<file path="src/rtl/uart_pkg.sv">
// Shared UART definitions: response-TX FSM states, framing constants, checksum helper.
// No logic of its own; imported by the response transmitter and the UART core.
// Frame layouts are raw (4 data bytes) or header + 4 data bytes + XOR checksum.
package uart_pkg;

    typedef enum logic [1:0] {
        ST_IDLE      = 2'd0,
        ST_SEND      = 2'd1,
        ST_WAIT_DONE = 2'd2
    } tx_state_e;

    localparam logic [7:0] HDR_BASE      = 8'hA0;
    localparam int         FRAME_LEN_RAW = 4;
    localparam int         FRAME_LEN_HDR = 6;

    typedef struct packed {
        logic [2:0]  tag;
        logic [31:0] data;
    } resp_t;

    function automatic logic [7:0] hdr_byte(input logic [2:0] tag);
        return HDR_BASE | {5'b0, tag};
    endfunction

    function automatic logic [7:0] frame_checksum(input logic [7:0] hdr, input logic [31:0] d);
        return hdr ^ d[7:0] ^ d[15:8] ^ d[23:16] ^ d[31:24];
    endfunction

endpackage

</file>
<file path="src/rtl/resp_fifo.sv">
// Generic synchronous FIFO with registered storage and occupancy counter.
// Latency: a push becomes visible at pop_dat the cycle after it is written.
// Backpressure: push_rdy drops when full; push and pop may complete in the same cycle.
module resp_fifo #(
    parameter int W     = 35,
    parameter int DEPTH = 2
) (
    input  logic         clk,
    input  logic         rst_n_sync,
    input  logic         push_vld,
    output logic         push_rdy,
    input  logic [W-1:0] push_dat,
    output logic         pop_vld,
    input  logic         pop_rdy,
    output logic [W-1:0] pop_dat
);
    localparam int AW = (DEPTH > 1) ? $clog2(DEPTH) : 1;
    localparam int CW = $clog2(DEPTH + 1);

    logic [W-1:0]  mem [DEPTH];
    logic [AW-1:0] wr_ptr;
    logic [AW-1:0] rd_ptr;
    logic [CW-1:0] count;
    logic          do_push;
    logic          do_pop;

    function automatic logic [AW-1:0] ptr_next(input logic [AW-1:0] p);
        return (p == AW'(DEPTH - 1)) ? '0 : p + AW'(1);
    endfunction

    assign push_rdy = (count != CW'(DEPTH));
    assign pop_vld  = (count != '0);
    assign do_push  = push_vld && push_rdy;
    assign do_pop   = pop_vld && pop_rdy;
    assign pop_dat  = mem[rd_ptr];

    always_ff @(posedge clk or negedge rst_n_sync) begin
        if (!rst_n_sync) begin
            wr_ptr <= '0;
            rd_ptr <= '0;
            count  <= '0;
        end else begin
            if (do_push) wr_ptr <= ptr_next(wr_ptr);
            if (do_pop)  rd_ptr <= ptr_next(rd_ptr);
            case ({do_push, do_pop})
                2'b10:   count <= count + CW'(1);
                2'b01:   count <= count - CW'(1);
                default: ;
            endcase
        end
    end

    always_ff @(posedge clk) begin
        if (do_push) mem[wr_ptr] <= push_dat;
    end

endmodule

</file>
<file path="src/rtl/uart_resp_tx.sv">
// Serialises queued register responses into UART byte frames, optional header/checksum.
// Latency: word pushed into an idle, empty block in cycle N launches its first byte in N+2.
// Backpressure: req_ready = FIFO not full; each byte waits for tx_done, aborts on timeout.
module uart_resp_tx
    import uart_pkg::*;
#(
    parameter int W_REG       = 32,
    parameter int TIMEOUT_CYC = 4096
) (
    input  logic             clk,
    input  logic             rst_n_sync,
    input  logic             req_valid,
    output logic             req_ready,
    input  logic [W_REG-1:0] req_data,
    input  logic [2:0]       req_tag,
    input  logic             cfg_hdr_en,
    output logic [7:0]       tx_byte,
    output logic             tx_valid,
    input  logic             tx_done,
    output logic             busy,
    output logic             frame_done,
    output logic             tx_err
);
    localparam int FW = 3 + W_REG;
    localparam int TW = $clog2(TIMEOUT_CYC + 1);

    tx_state_e     state;
    logic          fifo_vld;
    logic [FW-1:0] fifo_dat;
    resp_t         head;
    logic [39:0]   shreg;
    logic [2:0]    rem;
    logic [TW-1:0] tmo_cnt;
    logic          pop;

    resp_fifo #(.W(FW), .DEPTH(2)) u_fifo (
        .clk       (clk),
        .rst_n_sync(rst_n_sync),
        .push_vld  (req_valid),
        .push_rdy  (req_ready),
        .push_dat  ({req_tag, req_data}),
        .pop_vld   (fifo_vld),
        .pop_rdy   (pop),
        .pop_dat   (fifo_dat)
    );

    assign head = fifo_dat;
    assign pop  = (state == ST_IDLE) && fifo_vld;
    assign busy = (state != ST_IDLE) || fifo_vld;

    always_ff @(posedge clk or negedge rst_n_sync) begin
        if (!rst_n_sync) begin
            state      <= ST_IDLE;
            tx_byte    <= 8'h00;
            tx_valid   <= 1'b0;
            frame_done <= 1'b0;
            tx_err     <= 1'b0;
            shreg      <= '0;
            rem        <= '0;
            tmo_cnt    <= '0;
        end else begin
            tx_valid   <= 1'b0;
            frame_done <= 1'b0;
            tx_err     <= 1'b0;
            case (state)
                ST_IDLE: begin
                    // First byte goes straight to tx_byte; shreg holds the rest, LSB first.
                    if (fifo_vld) begin
                        state    <= ST_SEND;
                        tx_valid <= 1'b1;
                        if (cfg_hdr_en) begin
                            tx_byte <= hdr_byte(head.tag);
                            shreg   <= {frame_checksum(hdr_byte(head.tag), head.data), head.data};
                            rem     <= 3'(FRAME_LEN_HDR - 1);
                        end else begin
                            tx_byte <= head.data[7:0];
                            shreg   <= {16'h0000, head.data[31:8]};
                            rem     <= 3'(FRAME_LEN_RAW - 1);
                        end
                    end
                end
                ST_SEND: begin
                    state   <= ST_WAIT_DONE;
                    tmo_cnt <= '0;
                end
                ST_WAIT_DONE: begin
                    if (tx_done) begin
                        if (rem != '0) begin
                            state    <= ST_SEND;
                            tx_valid <= 1'b1;
                            tx_byte  <= shreg[7:0];
                            shreg    <= {8'h00, shreg[39:8]};
                            rem      <= rem - 3'd1;
                        end else begin
                            frame_done <= 1'b1;
                            state      <= ST_IDLE;
                        end
                    end else if (tmo_cnt == TW'(TIMEOUT_CYC - 1)) begin
                        tx_err <= 1'b1;
                        rem    <= '0;
                        state  <= ST_IDLE;
                    end else begin
                        tmo_cnt <= tmo_cnt + TW'(1);
                    end
                end
                default: state <= ST_IDLE;
            endcase
        end
    end

endmodule

</file>
<file path="config.mk">
export PLATFORM = sky130hd
export DESIGN_NAME = uart_resp_tx
export DESIGN_NICKNAME = d
export VERILOG_FILES = /design/src/rtl/uart_pkg.sv /design/src/rtl/resp_fifo.sv /design/src/rtl/uart_resp_tx.sv
export SDC_FILE = /design/constraint.sdc
export NUM_CORES = 1
export LEC_CHECK = 0
export ABC_AREA = 1
export CORE_MARGIN = 2
export CORE_UTILIZATION = 50
export CTS_BUF_LIST = sky130_fd_sc_hd__clkbuf_8
export DETAILED_ROUTE_END_ITERATION = 12
export GPL_ROUTABILITY_DRIVEN = 0
export HOLD_SLACK_MARGIN = 0.05
export PLACE_DENSITY = 0.75
export SLEW_MARGIN = 40
export SYNTH_ARGS = -nofsm -noshare
export SYNTH_HDL_FRONTEND = slang
export SYNTH_SLANG_ARGS = --single-unit
</file>
<file path="constraint.sdc">
create_clock -name clk -period 2.9 [get_ports clk]
set_input_delay 0.435 -clock clk [delete_from_list [all_inputs] [get_ports clk]]
set_output_delay 0.435 -clock clk [all_outputs]
set_load 0.005 [all_outputs]
</file>
Word level (Yosys, flattened, before mapping) --
Memory sizes are Yosys's and may differ from the RTL's. Cells that the tools add are included.
Cells by class: magnitude comparators 0, bitwise gates (word level) 4, add/sub/neg operators 6, reduce and logical (&&, ||, !) cells 15, $mul 0, shifts and indexed selects 0, div/mod/pow operators 0, eq/ne operators 13, mux-type cells 39
Operator list (count):
- $mux 40 | 4
- $pmux 40 s2 | 1
- $mux 8 | 4
- $xor 8x8->8 | 4
- $mux 13 | 2
- $pmux 13 s2 | 1
- $pmux 8 s2 | 1
- $mux 3 | 5
- $mux 1 | 14
- $add 13x1->13 const B | 1
- $eq 13x12->1 const B | 1
- $ne 2x2->1 const B | 6
- $reduce_bool 2->1 | 5
- $reduce_and 4->1 | 2
- $mux 2 | 3
- $ne 3x3->1 const B | 2
- $pmux 2 s3 | 1
- $pmux 3 s2 | 1
- $eq 2x1->1 const B | 2
- $eq 2x2->1 const B | 2
- $pmux 2 s2 | 1
- $logic_and 1x1->1 | 3
- $reduce_and 3->1 | 1
- $reduce_bool 3->1 | 1
- 8 further kinds | 9
Word-level totals: memories kept 1, bits in latches 0, bits of input ports 40, memory bits (read-only) 0, logic and storage cells 89, bits in writable memories 70, output and inout port bits 13, register bits 73
Memory list:
- u_fifo.mem | words 2, bits a word 35, read ports 1, clocked after memory_dff 0, wr ports 1, line resp_fifo.sv:20 | logic [W-1:0] mem [DEPTH];

Depth between registers and ports, before layout --
Gate-level depths: netlist of run 1. An unclocked memory read counts as a cell.
depth after elaboration 8, mapped depth 12, depth with buffers taken out 10

Cells and area by module --
Synthesis of run 1 repeated with hierarchy kept, for this count alone.
Second synthesis, totals: cells, all modules 738, area, all modules 6735.2 um2
By module, submodules not included:
- uart_resp_tx | instances 1, sequential area each 1726.7 um2, area each 3883.7 um2, cells each 526
- resp_fifo | instances 1, sequential area each 2202.1 um2, area each 2851.5 um2, cells each 212

Least setup slack after synthesis of run 1 --
OpenSTA, ideal clock, no wires.
path kind register to register, from register u_fifo.count[0], to memory u_fifo.mem[1][0], enable pin, period minus slack after synthesis 2.620 ns, path slack 0.280 ns, cell stages (with the launch flop) 5, data arrival time 2.192 ns, library setup time 0.429 ns, required time 2.471 ns, buffers on the path 0, path through dfrtp_1 -> inv_1 -> nand2_1 -> nand2_1 -> nor2_1
On the way: word-level cells in the longest chain between the ends 4
RTL lines:
- start: declaration | line resp_fifo.sv:23 | logic [CW-1:0] count;
- start signal: assignment | line resp_fifo.sv:46 | 2'b10: count <= count + CW'(1);
- start signal: assignment | line resp_fifo.sv:47 | 2'b01: count <= count - CW'(1);
- $ne 2x2->1 | line resp_fifo.sv:31 | assign push_rdy = (count != CW'(DEPTH));
- via req_ready | line uart_resp_tx.sv:13 | output logic req_ready,
- $logic_and 1x1->1 | line resp_fifo.sv:33 | assign do_push = push_vld && push_rdy;
- $mux 1 | line resp_fifo.sv:54 | if (do_push) mem[wr_ptr] <= push_dat;
- $mux 1 (implied by the code) | line resp_fifo.sv:54
- end: declaration | line resp_fifo.sv:20
The timed path passes the listed nets, and every way through them passes these cells.

Worst setup path after layout of run 1 --
from register u_fifo.count[0], to output req_ready
On the way: word-level cells in the longest chain between the ends 1
RTL lines (line):
- $ne 2x2->1 | resp_fifo.sv:31
- end: declaration | uart_resp_tx.sv:13
Every way passes these cells.

==> results of run 1 <==
layout make-up:
| cell class | instances | area (um^2) |
|---|---|---|
| fillers | 1208 | 5763 |
| flip-flops and latches | 143 | 3930 |
| multi-input cells | 524 | 2512 |
| repair buffers | 60 | 590.6 |
| inverters | 76 | 290.3 |
| clock buffers | 17 | 234.0 |
| well taps | 180 | 225.2 |
| clock inverters | 15 | 173.9 |
sequential cells by signal, summed over array words and instances (netlist names), 2 cells and up:
signal,flops
tmo_cnt,13
u_fifo.count,2
tx_byte,8
state,2
shreg,40
rem,3
u_fifo.mem,70
critical path: cells and delay by family, from the launching register on:
kind	cells	cell delay, ns
buffers and inverters	2	0.61
flip-flops	1	0.44
AND/OR/NAND/NOR	1	0.11
path summary, 6_finish.rpt:
kind | end | cells after the start | slack, ns
setup reg to reg | rem[1] | 10 | 0.89
setup / recovery | req_ready | 3 | 0.86
max in group asynchronous | shreg[39] | 3 | 1.75
hold / removal | rem[2] | 2 | 0.48
hold reg to reg | rem[2] | 2 | 0.48
min in group asynchronous | tmo_cnt[6] | 2 | 0.49
power by group through the flow:
stage               clock network (mW)  registers (mW)  logic (mW)
floorplan                            0            3.09        2.84
global placement                     0            3.21        3.42
detailed placement                   0            3.22        3.49
CTS                               1.67            3.19        3.51
global route                      1.75            3.25        3.96
finish                            1.62            3.19        3.49
routing by layer:
| metal | wire length, um | track usage, % | up-vias |
|---|---|---|---|
| li1 | - | - | 2612 |
| met1 | 6257 | 25.98 | 2421 |
| met2 | 6655 | 32.58 | 110 |
| met3 | 523 | 5.571 | 18 |
| met4 | 192 | 6.897 | 0 |
| met5 | 0 | 0 | - |
stage by stage:
step / setup WS, ns / utilization [%] / power, mW / hold slack (ns)
detailed placement: 0.7906 / 54.95 / 6.712 / 0.4455
floorplan: 0.2797 / - / 5.929 / 0.1394
CTS: 0.8236 / 57.99 / 8.364 / 0.4764
global placement: 0.8008 / 54.95 / 6.632 / 0.4450
finish: 0.8595 / 57.99 / 8.293 / 0.4773
global route: 0.6596 / 57.99 / 8.964 / 0.4909
cells in the mapped netlist (all sizes together):
cell	count	share of area (%)
nand2	295	16
a31oi	2	0.18
dfrtp	73	26
clkbuf	2	0.11
nand4	6	0.54
xnor2	12	1.5
nor2	39	2.1
o21ai	71	5.9
nand3	28	2.2
or2	4	0.36
xor2	12	1.5
o211a	1	0.14
nor3	2	0.22
a21oi	28	2.0
inv	76	4.2
edfxtp	70	30
o211ai	2	0.22
nand3b	1	0.16
a41oi	4	0.51
o22ai	10	0.90
buf	28	3.0
o221ai	3	0.38
ha	4	0.72
cell usage in the layout (no fill, tap or decap), drive strengths merged:
master,instances
nand3,28
inv,83
o211a,1
xor2,12
o221ai,3
nor3,2
dlygate4sd3,1
clkinv,2
nor2,39
or2,4
a21oi,28
edfxtp,70
a41oi,4
a31oi,2
bufinv,2
nand3b,1
o21ai,71
buf,8
ha,4
nand4,6
o22ai,10
xnor2,12
clkbuf,17
clkdlybuf4s50,51
o211ai,2
clkinvlp,4
dfrtp,73
nand2,295
kinds of logic (layout without fill, tap and decap cells):
logic type,Yosys count,after routing,synth area share (%)
and+or+nand+nor,375,375,22.04
DFF,143,143,56.68
xor gates and xnor gates,24,24,3.032
adders and majority gates,4,4,0.7221
AOI/OAI and AO/OA,121,121,10.23
buffers and inverters,106,168,7.292
timing repair:
action	in CTS	in global routing
endpoints found under the setup margin	0	0
setup buffers	0	0
hold buffers	1	0
endpoints found under the hold margin	21	0
==> results by stage, run 1 <==
Route:
- The routed wire length is roughly 14,000 um.
- The routed layout has just over 5,000 vias.
- The antenna violation net count after detailed routing is 0.
- The wire length per cell after detailed routing is 13.43 um.
- The pre-antenna-repair detailed-routing pass consisted of 5 iterations.
- The via density per instance is between 5 and 6.
- For this run, design rule violations remaining after detail routing come to 0.
- After the first detailed-routing iteration, the DRC count stood at 340.

Synthesis:
- In this run, synthesis produced a sequential element count of 143.
- The portion of the post-synthesis area used by sequential elements is ~57%.
- Synthesis instantiated 36 different standard cells from the library.
- The per-instance average area after synthesis is 8.967 um^2.
- The total standard cell area after synthesis is 0.006932 mm^2.
- The number of warnings reported in the yosys synthesis log is 0.
- The post-synthesis instance total is 773.
- When the netlist entered floorplanning its net count stood at ~820.

Power and ir drop:
- The switching component of the power is 3.468 mW.
- Of the total power, combinational logic draws 42.0%.
- The net switching share of the total power is between 40% and 50%.
- Summed over all cells, the static leakage comes to about 3.5 nW.
- Per report_power, the clock group accounts for 19.5% of the total.
- Across the VDD grid, the largest voltage drop is between 0.0007 and 0.0008 V.
- The internal power summed over all cells is approximately 4.8 mW.
- Dividing total power by cell area gives a power density of 1042 mW/mm^2.
- The part of the total power dissipated in sequential elements is between 30% and 40%.

Global route:
- The first global-routing pass estimated ~23,000 um of wire.
- The largest net degree at the start of global routing is 64.
- Global routing used 20.04% of the available tracks across all layers.
- The initial antenna violation count is 0.
- The number of global-route vias before repair is roughly 4,700.
- The total overflow left after global routing is 0.

STA:
- The max-slew violation count is 0.
- The worst path needs ~2.0 ns of the cycle, external delays included.
- The period utilization is between 70% and 80%.
- The worst slew margin relative to its limit is ~63%.
- Static timing analysis puts the maximum clock frequency at just under 500 MHz.
- For the pin with the worst max-slew slack, the measured transition is between 0.5 and 0.6 ns.
- The number of setup violations in the final report is 0.
- The final number of hold-violating endpoints is 0.
- Setup repair after global routing left no endpoint under its margin.
- For the final database, setup skew stands at around 0.012 ns.
- The aggregate negative setup slack is 0 ns.

Finish:
- The repair_antennas step left the layout with diodes totalling 0.
- The post-route netlist has under 10% of its cells at a drive strength greater than 1.
- The final non-filler cell total is 1,015.
- The layout overhead on the synthesized area is 14.78%.
- The net count of the finished layout is about 870.
- After routing the design area is 0.007956 mm^2.

Outcome:
- The flow ran to the end, and the final reports show no timing, DRC or antenna violations.

Placement:
- Summing all placed instances gives a cell area of approximately 0.0075 mm^2.
- Summed over all nets, the half-perimeter wirelength after detailed placement is about 9000 um.
- In this run the tool buffered the top-level ports with 52 buffer cells.
- The placed cell count is ~1,000.

Critical path:
- The delay of the slowest critical-path stage is between 0.5 and 0.6 ns.
- Data on the critical path arrives at its endpoint at 1.61 ns.
- The data required time at the worst endpoint is roughly 2.5 ns.
- The kind of start point of the critical path is a flop.
- The critical-path maximum fanout is 5.
- The beginning of the worst register-to-register path is state[0].
- The type of element capturing the critical path is an output port.
- The signal on the critical path passes through inv_1 > nand2_1 > clkdlybuf4s50_1.
- The worst setup path category is flop to output port.
- The start point of the critical path is u_fifo.count[0].
- The master of the slowest instance on the critical path is clkdlybuf4s50_1.

Floorplan:
- The die width is between 100 and 150 um.
- From bottom edge to top edge, the die measures between 100 and 150 um.
- The row count is between 40 and 50.
- In this run the count of I/O pins placed on the die edge is 53.
- The initial core utilization is a little over 50%.
- The total area inside the core boundary comes to around 0.014 mm^2.
- The floorplan step defined a die boundary enclosing 0.01482 mm^2.

Hold path:
- The startpoint identified for the worst hold timing path is rem[2].
- The type of the most critical hold path is flop to flop.

Clock tree:
- The TritonCTS clock tree is yes.
- The CTS buffer count is 17.
- The CTS root buffer is clkbuf_8.
- Clock-pin slew was measured on the worst setup and hold paths at ~0.08 ns.
- The maximum clock path buffer count is 2.
- For the worst-skew pair, the clock arrives at the later sink with an insertion delay of 0.45 ns.
- The post-cts resize count is 0.
- The clock net in this run drives a total of 143 sinks.
- The clock tree synthesis step divided the H-tree into 4 levels.

Flow run:
- The number of maximum-capacitance constraint violations is 0.
No activity file was read; power rests on OpenSTA's default activity.
==> run 2: changes to the inputs <==
PLACE_DENSITY = 0.78   (was 0.75)
clock period = 1.7 ns   (was 2.9 ns; I/O delays follow)
==> run 2 against run 1 <==
Combinational power grew 110%. Power grew 83%. Clock skew grew 0.0023 ns. Sequential cell count is the same. Clock power grew 51%. Setup slack lost 0.82 ns. Count of clock-buffer cells in the layout is the same. Sequential power grew 67%. Register-to-register slack lost 0.85 ns. Wire length grew 10%. Largest power group unchanged.
==> results by stage, run 2 (synthesis results as in run 1) <==
Placement:
- The number of input and output port buffers inserted came to 52 (unchanged).
- The post-placement cell area is 0.007826 mm^2 (was 0.007538 mm^2).
- The detailed placer's ending HPWL came to 9594 um (was 8964 um).
- The placed cell count is 1,010 (was 982).

Critical path:
- The arrival time reported for the critical path endpoint is 2.02 ns (was 1.61 ns).
- The critical-path maximum fanout was 31 (was 5).
- The number of buffers and inverters on the critical path came to 4 (was 2).
- The type of element capturing the critical path is a flop (was output port).
- The critical path's top delay family is buffers and inverters (unchanged).
- The master of the slowest instance on the critical path is dfrtp_1 (was clkdlybuf4s50_1).
- The data required time at the worst endpoint is 2.06 ns (was 2.47 ns).
- The worst setup path category was flop to flop (was flop to output port).
- Cells along the critical path: inv_1 > ha_1 > ha_1 > inv_2 > nand3_4 > nand2_8 > buf_4 > inv_8 > o21ai_0 (was inv_1 > nand2_1 > clkdlybuf4s50_1).
- The delay of the slowest critical-path stage is 0.35 ns (was 0.51 ns).
- The most common cell type on the critical path is ha_1.
- The kind of start point of the critical path is a flop (unchanged).
- The slack of the worst reg-to-reg path is 0.04 ns (was 0.89 ns).

Global route:
- The global route total overflow is 0 (unchanged).
- The largest net degree at the start of global routing is 64 (unchanged).
- The global-route usage over all layers came to 20.60% (was 20.04%).
- The number of global-route vias before repair is 4,987 (was 4,703).
- The initial antenna violation count came to 0 (unchanged).
- The wire length of the first global-routing pass was 23,850 um (was 22,830 um).

STA:
- The worst hold slack is 0.2563 ns (was 0.4773 ns).
- The worst slew margin relative to its limit is 69.82% (was 62.62%).
- In the finished design, the share of the clock period the worst path needs comes to 97.50%.
- The final number of hold-violating endpoints is 0 (unchanged).
- The fmax is between 600 and 700 MHz.
- For the finished layout, the period the worst path requires is approximately 1.7 ns.
- The number of setup violations in the final report is 0 (unchanged).
- The max-slew violation count came to 0 (unchanged).
- RSZ-0062 raised after global routing: true (was false).
- The actual slew at the worst max-slew pin was 0.4505 ns (was 0.5549 ns).
- The final setup skew is 0.01429 ns (was 0.01201 ns).

Route:
- The count of vias placed by the detailed router came to 5,376 (was 5,161).
- The first-iteration detailed-routing DRC count is 490 (was 340).
- The via density per instance is 5.110 (was 5.085).
- The DRC violations left is 0 (unchanged).
- The detailed-router iteration count before antenna repair came to 7 (was 5).
- The wire length per cell after detailed routing was 14.26 um (was 13.43 um).
- The antenna violation net count after detailed routing came to 0 (unchanged).
- The routed wire length is 15,000 um (was 13,630 um).

Floorplan:
- The die outline height came to 121.7 um (unchanged).
- The die width is 121.7 um (unchanged).
- The row count is 43 (unchanged).
- The initial core utilization is 50.52% (unchanged).
- The die outline area is 0.01482 mm^2 (unchanged).
- The area of the core is 0.01372 mm^2 (unchanged).
- The number of I/O pins came to 53 (unchanged).

Clock tree:
- The CTS root buffer is clkbuf_8 (unchanged).
- The CTS buffer count is 17 (unchanged).
- The TritonCTS clock tree was yes (unchanged).
- The clock latency on the worst-skew pair is 0.45 ns (about the same).
- The TritonCTS sink count was 143 (unchanged).
- The maximum clock path buffer count is 2 (unchanged).
- The number of H-tree branching levels was 4 (unchanged).
- The clock-pin slew on the worst setup and hold paths is 0.09 ns (was 0.08 ns).

Flow run:
- The number of maximum-capacitance constraint violations came to 0 (unchanged).

Finish:
- The final non-filler cell total came to 1,052 (was 1,015).
- The utilization after layout came to 61.26% (was 57.99%).
- The most common library cell in the layout ignoring fill and taps is nand2_1 (unchanged).
- The number of flip-flops in the largest register was 70 (unchanged).
- The filler cell count is 1,159 (was 1,208).
- The area used by multi-input combinational logic is 0.002590 mm^2 (was 0.002512 mm^2).
- The layout cell share with drive strength beyond 1 came to 13.88% (was 9.102%).
- Biggest registers after layout: u_fifo.mem x70, shreg x40, tmo_cnt x13 (unchanged).
- The number of nets in the layout is 903 (was 866).
- The largest register by flop count is u_fifo.mem (unchanged).
- The layout overhead on the synthesized area is 21.25% (was 14.78%).
- The post-layout instance area is 0.008404 mm^2 (was 0.007956 mm^2).
- The count of inserted antenna diode cells is 0 (unchanged).
- Most used cells in the layout excluding fill and tap cells: nand2_1 (286), dfrtp_1 (72), inv_1 (70), edfxtp_1 (70), clkdlybuf4s50_1 (49) (was nand2_1 (288), dfrtp_1 (72), inv_1 (71)).
- The area taken by flip-flops and latches was 0.003930 mm^2 (unchanged).

Hold path:
- The type of the most critical hold path is input port to asynchronous set/reset pin (was flop to flop).

Power and ir drop:
- The leakage power of the design was 3.720 nW (was 3.504 nW).
- The highest ir drop seen on vdd is 0.0007873 V (was 0.0007336 V).
- The total design power is 15.19 mW (was 8.293 mW).
- The power density over cell area is 1807 mW/mm^2 (was 1042 mW/mm^2).

Outcome:
- Status: complete, no violations (unchanged).
run 2: cell count changes in the layout (fill, tap and decap cells not counted), sizes merged:
cell           change
inv                -5
bufinv             -1
dlymetal6s2s       +1
clkdlybuf4s50      -2
buf               +35
clkinvlp           +2
clkinv             +5
clkbuf             +1
dlygate4sd2        +1
run 2: path summary, 6_finish.rpt:
path                         startpoint                end  depth (start not counted)
setup / recovery                 rem[0]           shreg[5]                          9
hold / removal               rst_n_sync          shreg[18]                          2
setup reg to reg                 rem[0]           shreg[5]                          9
hold reg to reg                  rem[0]             rem[0]                          2
max in group asynchronous    rst_n_sync      u_fifo.rd_ptr                          3
min in group clk           req_data[10]  u_fifo.mem[1][10]                          1
run 2: repair_timing:
| item | CTS | global route |
|---|---|---|
| endpoints found under the hold margin | 26 | 0 |
| endpoints found under the setup margin | 18 | 45 |
| pin swaps | 1 | 0 |
| gates resized for setup | 6 | 31 |
| gates cloned | 0 | 2 |
| hold buffers | 1 | 0 |
| setup buffers | 4 | 3 |
run 2: where the power goes:
part | leakage, nW | switching, mW | internal [mW]
Sequential | 1.57 | 0.530 | 4.80
Combinational | 1.98 | 4.52 | 2.90
Clock | 0.166 | 1.30 | 1.14
run 2: routing by layer:
layer	GRT usage, %	part of all wire [%]
met5	0	0
met3	5.056	5.6
met2	33.38	47
met1	27.99	46
met4	5.316	0.92
run 2: layout make-up:
cell class	count	area share, %
repair inverters	1	0.1340
well taps	180	2.680
clock buffers	17	2.784
repair buffers	96	11.57
clock inverters	15	1.459
multi-input cells	524	30.82
inverters	76	3.796
flip-flops and latches	143	46.76
run 2: metrics by stage:
step           setup WS (ns)  setup TNS [ns]
2_1_floorplan        -0.3465          -23.81
3_3_place_gp         0.01548               0
3_5_place_dp        -0.07933         -0.3928
4_1_cts             -0.03364        -0.03364
5_1_grt             -0.05403         -0.2729
6_report             0.04252               0
